**config.mk**
```make
export PLATFORM = sky130hd
export DESIGN_NAME = updown_sweep_ctrl
export DESIGN_NICKNAME = d
export VERILOG_FILES = /design/src/rtl/updown_sweep_ctrl.sv
export SDC_FILE = /design/constraint.sdc
export NUM_CORES = 1
export LEC_CHECK = 0
export ABC_CLOCK_PERIOD_IN_PS = 1820
export BUFFER_PORTS_ARGS = -buffer_cell sky130_fd_sc_hd__buf_4
export CORE_AREA = 2 2 70 72
export DETAILED_ROUTE_END_ITERATION = 8
export DIE_AREA = 0 0 72 74
export PLACE_DENSITY_LB_ADDON = 0.3
export SLEW_MARGIN = 5
export SYNTH_ARGS = -nofsm -noshare
export SYNTH_HDL_FRONTEND = slang
export SYNTH_SLANG_ARGS = --single-unit
```
**constraint.sdc**
```tcl
create_clock -name clk -period 1.82 [get_ports clk]
set_clock_uncertainty 0.2 [all_clocks]
set_input_delay 0.273 -clock clk [delete_from_list [all_inputs] [get_ports clk]]
set_output_delay 0.273 -clock clk [all_outputs]
set_load 0.005 [all_outputs]
```
**src/rtl/updown_sweep_ctrl.sv**
```systemverilog
// Triangle-sweep sequencer for a loadable up/down counter: load lo, count to hi,
// count back to lo, repeated a programmed number of sweeps, with a start/busy/done handshake.
module updown_sweep_ctrl #(
  parameter int WIDTH   = 4,
  parameter int SWEEP_W = 4
) (
  input  logic               clk,
  input  logic               reset,
  input  logic               start,
  input  logic               abort,
  input  logic [WIDTH-1:0]   lo,
  input  logic [WIDTH-1:0]   hi,
  input  logic [SWEEP_W-1:0] sweeps,
  input  logic [WIDTH-1:0]   ctr_count,
  output logic               ctr_load,
  output logic               ctr_mode,
  output logic [WIDTH-1:0]   ctr_data,
  output logic               busy,
  output logic               done,
  output logic               err,
  output logic [SWEEP_W-1:0] sweep_cnt
);

  typedef enum logic [2:0] {
    S_IDLE,
    S_LOAD,
    S_UP,
    S_DOWN,
    S_DONE
  } state_t;

  state_t             state_q, state_d;
  logic [WIDTH-1:0]   lo_q, lo_d;
  logic [WIDTH-1:0]   hi_q, hi_d;
  logic [SWEEP_W-1:0] sw_q, sw_d;
  logic [SWEEP_W-1:0] sc_q, sc_d;
  logic               busy_q, busy_d;
  logic               done_q, done_d;
  logic               err_q, err_d;

  always_ff @(posedge clk or posedge reset) begin
    if (reset) begin
      state_q <= S_IDLE;
      lo_q    <= '0;
      hi_q    <= '0;
      sw_q    <= '0;
      sc_q    <= '0;
      busy_q  <= 1'b0;
      done_q  <= 1'b0;
      err_q   <= 1'b0;
    end else begin
      state_q <= state_d;
      lo_q    <= lo_d;
      hi_q    <= hi_d;
      sw_q    <= sw_d;
      sc_q    <= sc_d;
      busy_q  <= busy_d;
      done_q  <= done_d;
      err_q   <= err_d;
    end
  end

  // The counter has no enable, so the default drive is a reload of its own value.
  always_comb begin
    state_d  = state_q;
    lo_d     = lo_q;
    hi_d     = hi_q;
    sw_d     = sw_q;
    sc_d     = sc_q;
    busy_d   = busy_q;
    done_d   = 1'b0;
    err_d    = 1'b0;
    ctr_load = 1'b1;
    ctr_mode = 1'b0;
    ctr_data = ctr_count;

    case (state_q)
      S_IDLE: begin
        if (start) begin
          if ((hi > lo) && (sweeps != '0)) begin
            lo_d    = lo;
            hi_d    = hi;
            sw_d    = sweeps;
            sc_d    = '0;
            busy_d  = 1'b1;
            state_d = S_LOAD;
          end else begin
            err_d = 1'b1;
          end
        end
      end

      S_LOAD: begin
        if (abort) begin
          busy_d  = 1'b0;
          state_d = S_IDLE;
        end else begin
          ctr_data = lo_q;
          state_d  = S_UP;
        end
      end

      S_UP: begin
        if (abort) begin
          busy_d  = 1'b0;
          state_d = S_IDLE;
        end else begin
          ctr_load = 1'b0;
          if (ctr_count == hi_q) begin
            ctr_mode = 1'b0;
            state_d  = S_DOWN;
          end else begin
            ctr_mode = 1'b1;
          end
        end
      end

      S_DOWN: begin
        if (abort) begin
          busy_d  = 1'b0;
          state_d = S_IDLE;
        end else if (ctr_count == lo_q) begin
          sc_d = sc_q + 1'b1;
          if (sc_d == sw_q) begin
            done_d  = 1'b1;
            state_d = S_DONE;
          end else begin
            ctr_load = 1'b0;
            ctr_mode = 1'b1;
            state_d  = S_UP;
          end
        end else begin
          ctr_load = 1'b0;
          ctr_mode = 1'b0;
        end
      end

      S_DONE: begin
        busy_d  = 1'b0;
        state_d = S_IDLE;
      end

      default: state_d = S_IDLE;
    endcase
  end

  assign busy      = busy_q;
  assign done      = done_q;
  assign err       = err_q;
  assign sweep_cnt = sc_q;

endmodule

```
Word level (Yosys, flattened, before mapping)
Index checks and enable logic that the tools add are counted.
{"block": "totals", "reg_bits": 22, "inputBits": 20, "out_inout_bits": 13, "word_cells": 70}
{"block": "op_classes", "addsub": 1, "order_cmp": 1, "eq_ne": 14, "n_mux": 36, "reduce_logical": 10}
{"op": "two-way mux 4 bit", "count": 6}
{"op": "two-way mux 3 bit", "count": 7}
{"op": "two-way mux 1 bit", "count": 17}
{"op": "equality test 4 bit", "count": 3}
{"op": "case mux 3 bit (4 select lines)", "count": 1}
{"op": "inequality test 2 bit, second input constant", "count": 4}
{"op": "case mux 4 bit (2 select lines)", "count": 1}
{"op": "AND reduction 4 bit", "count": 2}
{"op": "equality test 3 x 2 -> 1 bit, second input constant", "count": 2}
{"op": "inequality test 3 bit, second input constant", "count": 2}
{"op": "AND reduction 5 bit", "count": 1}
{"op": "adder 4 x 1 -> 4 bit, second input constant", "count": 1}
{"op": "> comparator 4 bit", "count": 1}
{"op": "case mux 1 bit (2 select lines)", "count": 2}
{"op": "nonzero test 4 bit", "count": 1}
{"op": "equality test 3 x 1 -> 1 bit, second input constant", "count": 1}
{"op": "equality test 3 bit, second input constant", "count": 1}
{"op": "logical NOT 3 bit", "count": 1}
{"op": "case mux 1 bit (3 select lines)", "count": 1}
{"op": "AND reduction 3 bit", "count": 1}
{"op": "nonzero test 3 bit", "count": 1}
{"op": "OR reduction 3 bit", "count": 1}
{"op": "two-way mux 2 bit", "count": 1}
{"op": "inequality test 2 x 1 -> 1 bit, second input constant", "count": 1}
{"op": "2 further kinds", "count": 2}

Depth between registers and ports, before layout
{"block": "depth", "depth_word": 6, "depth_mapped": 7, "mapped_depth_nobuf": 6}

Worst setup path after synthesis
OpenSTA, ideal clock, no wires.
{"block": "synth_path", "path_type": "input -> register", "startpoint": "input port lo[1]", "endpoint": "register hi_q[1]", "setup_ns": 0.125, "arrival_ns": 1.735, "required_time_ns": 1.495, "path_slack_ns": -0.240, "cell_stages": 7, "n_path_buf": 1, "path_cell_list": "inv_1 > ha_1 > nor2b_1 > o211ai_1 > a211oi_4 > buf_6 > mux2_4"}
{"block": "synth_via", "elab_chain_len": 3}
{"element": "from (decl)", "line_no": "11", "text": "input logic [WIDTH-1:0] lo,"}
{"element": "> comparator 4 bit", "line_no": "80", "text": "if ((hi > lo) && (sweeps != '0)) begin"}
{"element": "logical AND 1 bit", "line_no": "80"}
{"element": "AND reduction 3 bit (no source line)"}
{"element": "to (signal assigned)", "line_no": "54", "text": "hi_q <= hi_d;"}
{"element": "to (decl)", "line_no": "34", "text": "logic [WIDTH-1:0] hi_q, hi_d;"}
No other way between the ends.
A chain may end at the register's enable or synchronous reset.

Final worst setup path
{"block": "layout_path", "startpoint": "register sc_q[1] (netlist: sweep_cnt[1])", "endpoint": "output port ctr_mode"}
{"block": "layout_via", "elab_chain_len": 6}
{"element": "from (decl)", "line_no": "36", "text": "logic [SWEEP_W-1:0] sc_q, sc_d;"}
{"element": "from (signal assigned)", "line_no": "47", "text": "sc_q <= '0;"}
{"element": "from (signal assigned)", "line_no": "56", "text": "sc_q <= sc_d;"}
{"element": "adder 4 x 1 -> 4 bit", "line_no": "123", "text": "sc_d = sc_q + 1'b1;"}
{"element": "equality test 4 bit", "line_no": "124", "text": "if (sc_d == sw_q) begin"}
{"element": "two-way mux 1 bit", "line_no": "124"}
{"element": "two-way mux 1 bit", "line_no": "122", "text": "end else if (ctr_count == lo_q) begin"}
{"element": "two-way mux 1 bit", "line_no": "119", "text": "if (abort) begin"}
{"element": "case mux 1 bit (2 select lines)", "line_no": "77", "text": "case (state_q)"}
{"element": "to (decl)", "line_no": "16", "text": "output logic ctr_mode,"}
No other way between the ends.

==> impl_metrics.tcl <==
set metrics [dict create \
    i_o_pin_total 33 \
    gp_congestion 0.849 \
    whs_path_depth 2 \
    outcome "complete, but fails checks" \
    clk_path_buf_depth 2 \
    hold_path.startpoint "hi[3]" \
    synthToLayoutAreaGrowth_pct 63.1 \
    die_x_um 72 \
    clock_tree_from_tritoncts "done" \
    postSynthRegisterBits 22 \
    finalCriticalPeriod_ps 2140 \
    worst_setup_path_end_kind "output pin" \
    floorplan.die_area_sq_um 5330 \
    avgRoutedWirePerCell_um 15.0 \
    cts_num_sinks 22 \
    hp-class "in2reg" \
    portBuffers 32 \
    detailroute.wirelength.met3_um 156 \
    yosys_warn_count 0 \
    p_leak_nw 1.03 \
    die_y_um 74 \
    synth_cells 111 \
    dp_hpwl_um 2600 \
    reg2reg_setup_slack_ps -20 \
    failed_checks "setup timing" \
    max_freq_ghz 0.468 \
    hold_end "hi_q[3]$_DFFE_PP0P_" \
    critical_path.cell_chain "ha_4 > xnor2_2 > nand4_1 > a21o_1 > buf_6" \
    finalHoldViolCount 0 \
    pre_cts_slack_ps -271 \
    cp.required_ps 1350 \
    power.density_nw_per_um2 957 \
    via_count 1143 \
    reported_max_cap_violation_count 0 \
    highest_routed_metal_layer "met4" \
    seq_area_frac_synth_pct 41.6 \
    mappedNetlistArea_sq_um 1320 \
    timing.final.max_slew_violations 0 \
    cp.buffers_inverters 1 \
    ir_worst_vdd_v 0.000479 \
    initial_core_util_pct 28.8 \
    worst_slew_margin_relative_to_its_limit_pct 68.4 \
    final_layout_size_suffix_gt1_share_pct 60.7 \
    r2r-start "state_q[1]$_DFFE_PP0P_" \
    cts_htree_levels 1 \
    placementRows 25 \
    timing_worst_slew_pin_value_ps 468 \
    worst-r2r-cell-count 6 \
    critPathMaxStageDelay_ps 420 \
    antenna_found_initial 0 \
    postLayoutSetupSlackWorst_ps -317 \
    tritoncts.num_buffers 3 \
    drt-vias-per-instance 4.82 \
    core_area_sq_um 4600 \
    dr.pass1.iters 4 \
    post-route-period-util_pct 117 \
    drc 0 \
    antenna_cells 0 \
    finish.utilization_pct 46.9 \
    critical_path.reg2reg.endpoint "sw_q[0]$_DFFE_PP0P_" \
    final_setup_fails 17 \
    grt_overflow_total 0 \
    design.final.nets 209 \
    root_cell_of_the_clock_tree "sky130_fd_sc_hd__clkbuf_8" \
    synthDistinctLibCells 36 \
    number_of_global_route_vias_before_repair 1206 \
    syn-num-nets 136 \
    worstSetupPathType "reg2out" \
    detailedRoute.firstIterationViolations 52 \
    drtAntennaViolNets 0 \
    worstSkewPairLatency_ps 270 \
    detailroute.wirelength.met2_um 1880 \
    cp_max_fo 3 \
    critPathSlowestCell "sky130_fd_sc_hd__dfrtp_1" \
    grt_setup_unrepaired "yes" \
    setup.worst_path.start_class "flip-flop" \
    global_route_wire_length_before_repair_um 5800 \
    syn-mean-instance-area_sq_um 11.9 \
    grt_start_max_net_pins 23 \
    crit_arrival_ps 1660 \
    clk_pin_slew_worst_paths_ps 90 \
    detail_route.wirelength_um 3560 \
    drt-met1-wl_um 1510 \
    critPathTopFamily "flip-flops" \
    grt_util_all_layers_pct 14.3 \
]
==> where the power goes <==
part           switching [mW]  leakage (nW)  internal (mW)  total, mW
registers               0.130         0.273          0.624      0.755
logic                   0.290         0.721          0.551      0.841
clock network           0.175        0.0357          0.294      0.469
==> kinds of logic (layout without fill, tap and decap cells) <==
logic type                 after synthesis  count (layout)  synth area share, %
buffers and inverters                    7              79                 3.12
DFF                                     22              22                 41.6
and+or+nand+nor                         25              25                 13.2
muxes                                   17              17                 15.6
xor gates and xnor gates                14              14                 9.27
adders and majority gates                5               5                 4.73
AOI/OAI and AO/OA                       21              21                 12.4
==> worst max path at each step <==
stage	from	endpoint	slack, ps	cells past startpoint
after global routing	sweep_cnt[1]$_DFFE_PP0P_	ctr_mode	-410	5
after detailed placement	lo[1]	sw_q[0]$_DFFE_PP0P_	-270	8
final	sweep_cnt[1]$_DFFE_PP0P_	ctr_mode	-320	5
after CTS	sweep_cnt[0]$_DFFE_PP0P_	ctr_mode	-280	5
after floorplan	lo[1]	hi_q[1]$_DFFE_PP0P_	-190	7
after global placement	lo[1]	lo_q[2]$_DFFE_PP0P_	-250	8
==> cell usage after synthesis <==
| cell type | n | area (sq um) |
|---|---|---|
| sky130_fd_sc_hd__o211ai_1 | 1 | 7.51 |
| sky130_fd_sc_hd__nand3b_4 | 1 | 20.0 |
| sky130_fd_sc_hd__xnor2_1 | 8 | 70.1 |
| sky130_fd_sc_hd__nand2_1 | 3 | 11.3 |
| sky130_fd_sc_hd__mux2_4 | 4 | 60.1 |
| sky130_fd_sc_hd__xor2_1 | 6 | 52.6 |
| sky130_fd_sc_hd__a211oi_4 | 1 | 20.0 |
| sky130_fd_sc_hd__inv_1 | 5 | 18.8 |
| sky130_fd_sc_hd__nor2b_1 | 1 | 6.26 |
| sky130_fd_sc_hd__o221a_2 | 1 | 11.3 |
| sky130_fd_sc_hd__nand2b_1 | 2 | 12.5 |
| sky130_fd_sc_hd__nor3b_1 | 1 | 7.51 |
| sky130_fd_sc_hd__nor2_1 | 3 | 11.3 |
| sky130_fd_sc_hd__mux2_2 | 13 | 146 |
| sky130_fd_sc_hd__a211oi_1 | 1 | 7.51 |
| sky130_fd_sc_hd__a21o_1 | 2 | 15.0 |
| sky130_fd_sc_hd__nor4b_2 | 1 | 15.0 |
| sky130_fd_sc_hd__o41ai_2 | 1 | 16.3 |
| sky130_fd_sc_hd__o2111ai_1 | 1 | 8.76 |
| sky130_fd_sc_hd__nor3b_2 | 1 | 12.5 |
| sky130_fd_sc_hd__nand3b_1 | 1 | 7.51 |
| sky130_fd_sc_hd__nor3_1 | 3 | 15.0 |
| sky130_fd_sc_hd__and4_1 | 1 | 8.76 |
| sky130_fd_sc_hd__o21ai_0 | 7 | 35.0 |
| sky130_fd_sc_hd__nand3_1 | 1 | 5.00 |
| sky130_fd_sc_hd__nand4_1 | 3 | 18.8 |
| sky130_fd_sc_hd__and2_1 | 1 | 6.26 |
| sky130_fd_sc_hd__a21oi_1 | 2 | 10.0 |
| sky130_fd_sc_hd__nor2_4 | 1 | 11.3 |
| sky130_fd_sc_hd__ha_1 | 5 | 62.6 |
| sky130_fd_sc_hd__o21bai_1 | 2 | 15.0 |
| sky130_fd_sc_hd__dfrtp_1 | 22 | 551 |
| sky130_fd_sc_hd__o22a_1 | 1 | 8.76 |
| sky130_fd_sc_hd__buf_6 | 2 | 22.5 |
| sky130_fd_sc_hd__o2bb2ai_1 | 1 | 8.76 |
| sky130_fd_sc_hd__nor4_1 | 1 | 6.26 |
==> area by class of cell <==
type | instances | area (sq um)
flip-flops and latches | 22 | 553
inverters | 5 | 31.3
multi-input cells | 82 | 865
clock inverters | 1 | 30.0
repair buffers | 70 | 569
well taps | 54 | 67.6
clock buffers | 3 | 41.3
fillers | 418 | 2440
==> sequential cells by signal, summed over array words and instances, names as in the netlist <==
name       flops
busy           1
done           1
err            1
hi_q           4
lo_q           4
state_q        3
sw_q           4
sweep_cnt      4
==> cells in the final DEF, fill, tap and decap left out, types with 2 or more instances in the layout <==
master and n:
sky130_fd_sc_hd__o21ai_0 4, sky130_fd_sc_hd__a21oi_1 2, sky130_fd_sc_hd__nand2b_1 2, sky130_fd_sc_hd__buf_4 58, sky130_fd_sc_hd__buf_6 11, sky130_fd_sc_hd__clkbuf_8 3
sky130_fd_sc_hd__nand2_1 2, sky130_fd_sc_hd__dfrtp_2 2, sky130_fd_sc_hd__nand4_1 3, sky130_fd_sc_hd__nor3_1 3, sky130_fd_sc_hd__xnor2_1 4, sky130_fd_sc_hd__o21ai_1 3
sky130_fd_sc_hd__inv_1 4, sky130_fd_sc_hd__a21o_1 2, sky130_fd_sc_hd__ha_4 2, sky130_fd_sc_hd__ha_1 3, sky130_fd_sc_hd__nor2_1 2, sky130_fd_sc_hd__dfrtp_1 20
sky130_fd_sc_hd__xor2_1 6, sky130_fd_sc_hd__mux2_4 16, sky130_fd_sc_hd__xnor2_2 4
==> per-layer routing <==
layer,global-route usage (%),vias to the layer above
met2,25.4,29
met3,3.52,2
li1,-,550
met4,2.52,0
met5,0,-
met1,17.9,562
==> metrics by stage <==
stage          cells  area, sq um  total power [mW]  TNS [ps]  hold slack [ps]
2_1_floorplan    111         1350              1.12     -1400             62.2
3_3_place_gp     220         1820              1.36     -3010              135
3_5_place_dp     220         1820              1.38     -3440              153
4_1_cts          230         2020              1.94     -1650             38.4
5_1_grt          237         2160              2.18     -2970             42.7
6_report         237         2160              2.06     -1580             43.7
==> what timing repair did <==
action | CTS | global route
hold buffers | 1 | 0
setup endpoints to repair | 14 | 23
setup buffers | 5 | 7
pin swaps | 7 | 13
hold endpoints to repair | 22 | 0
resized for setup | 23 | 17
Note: power is estimated with default switching activity, not from simulation.
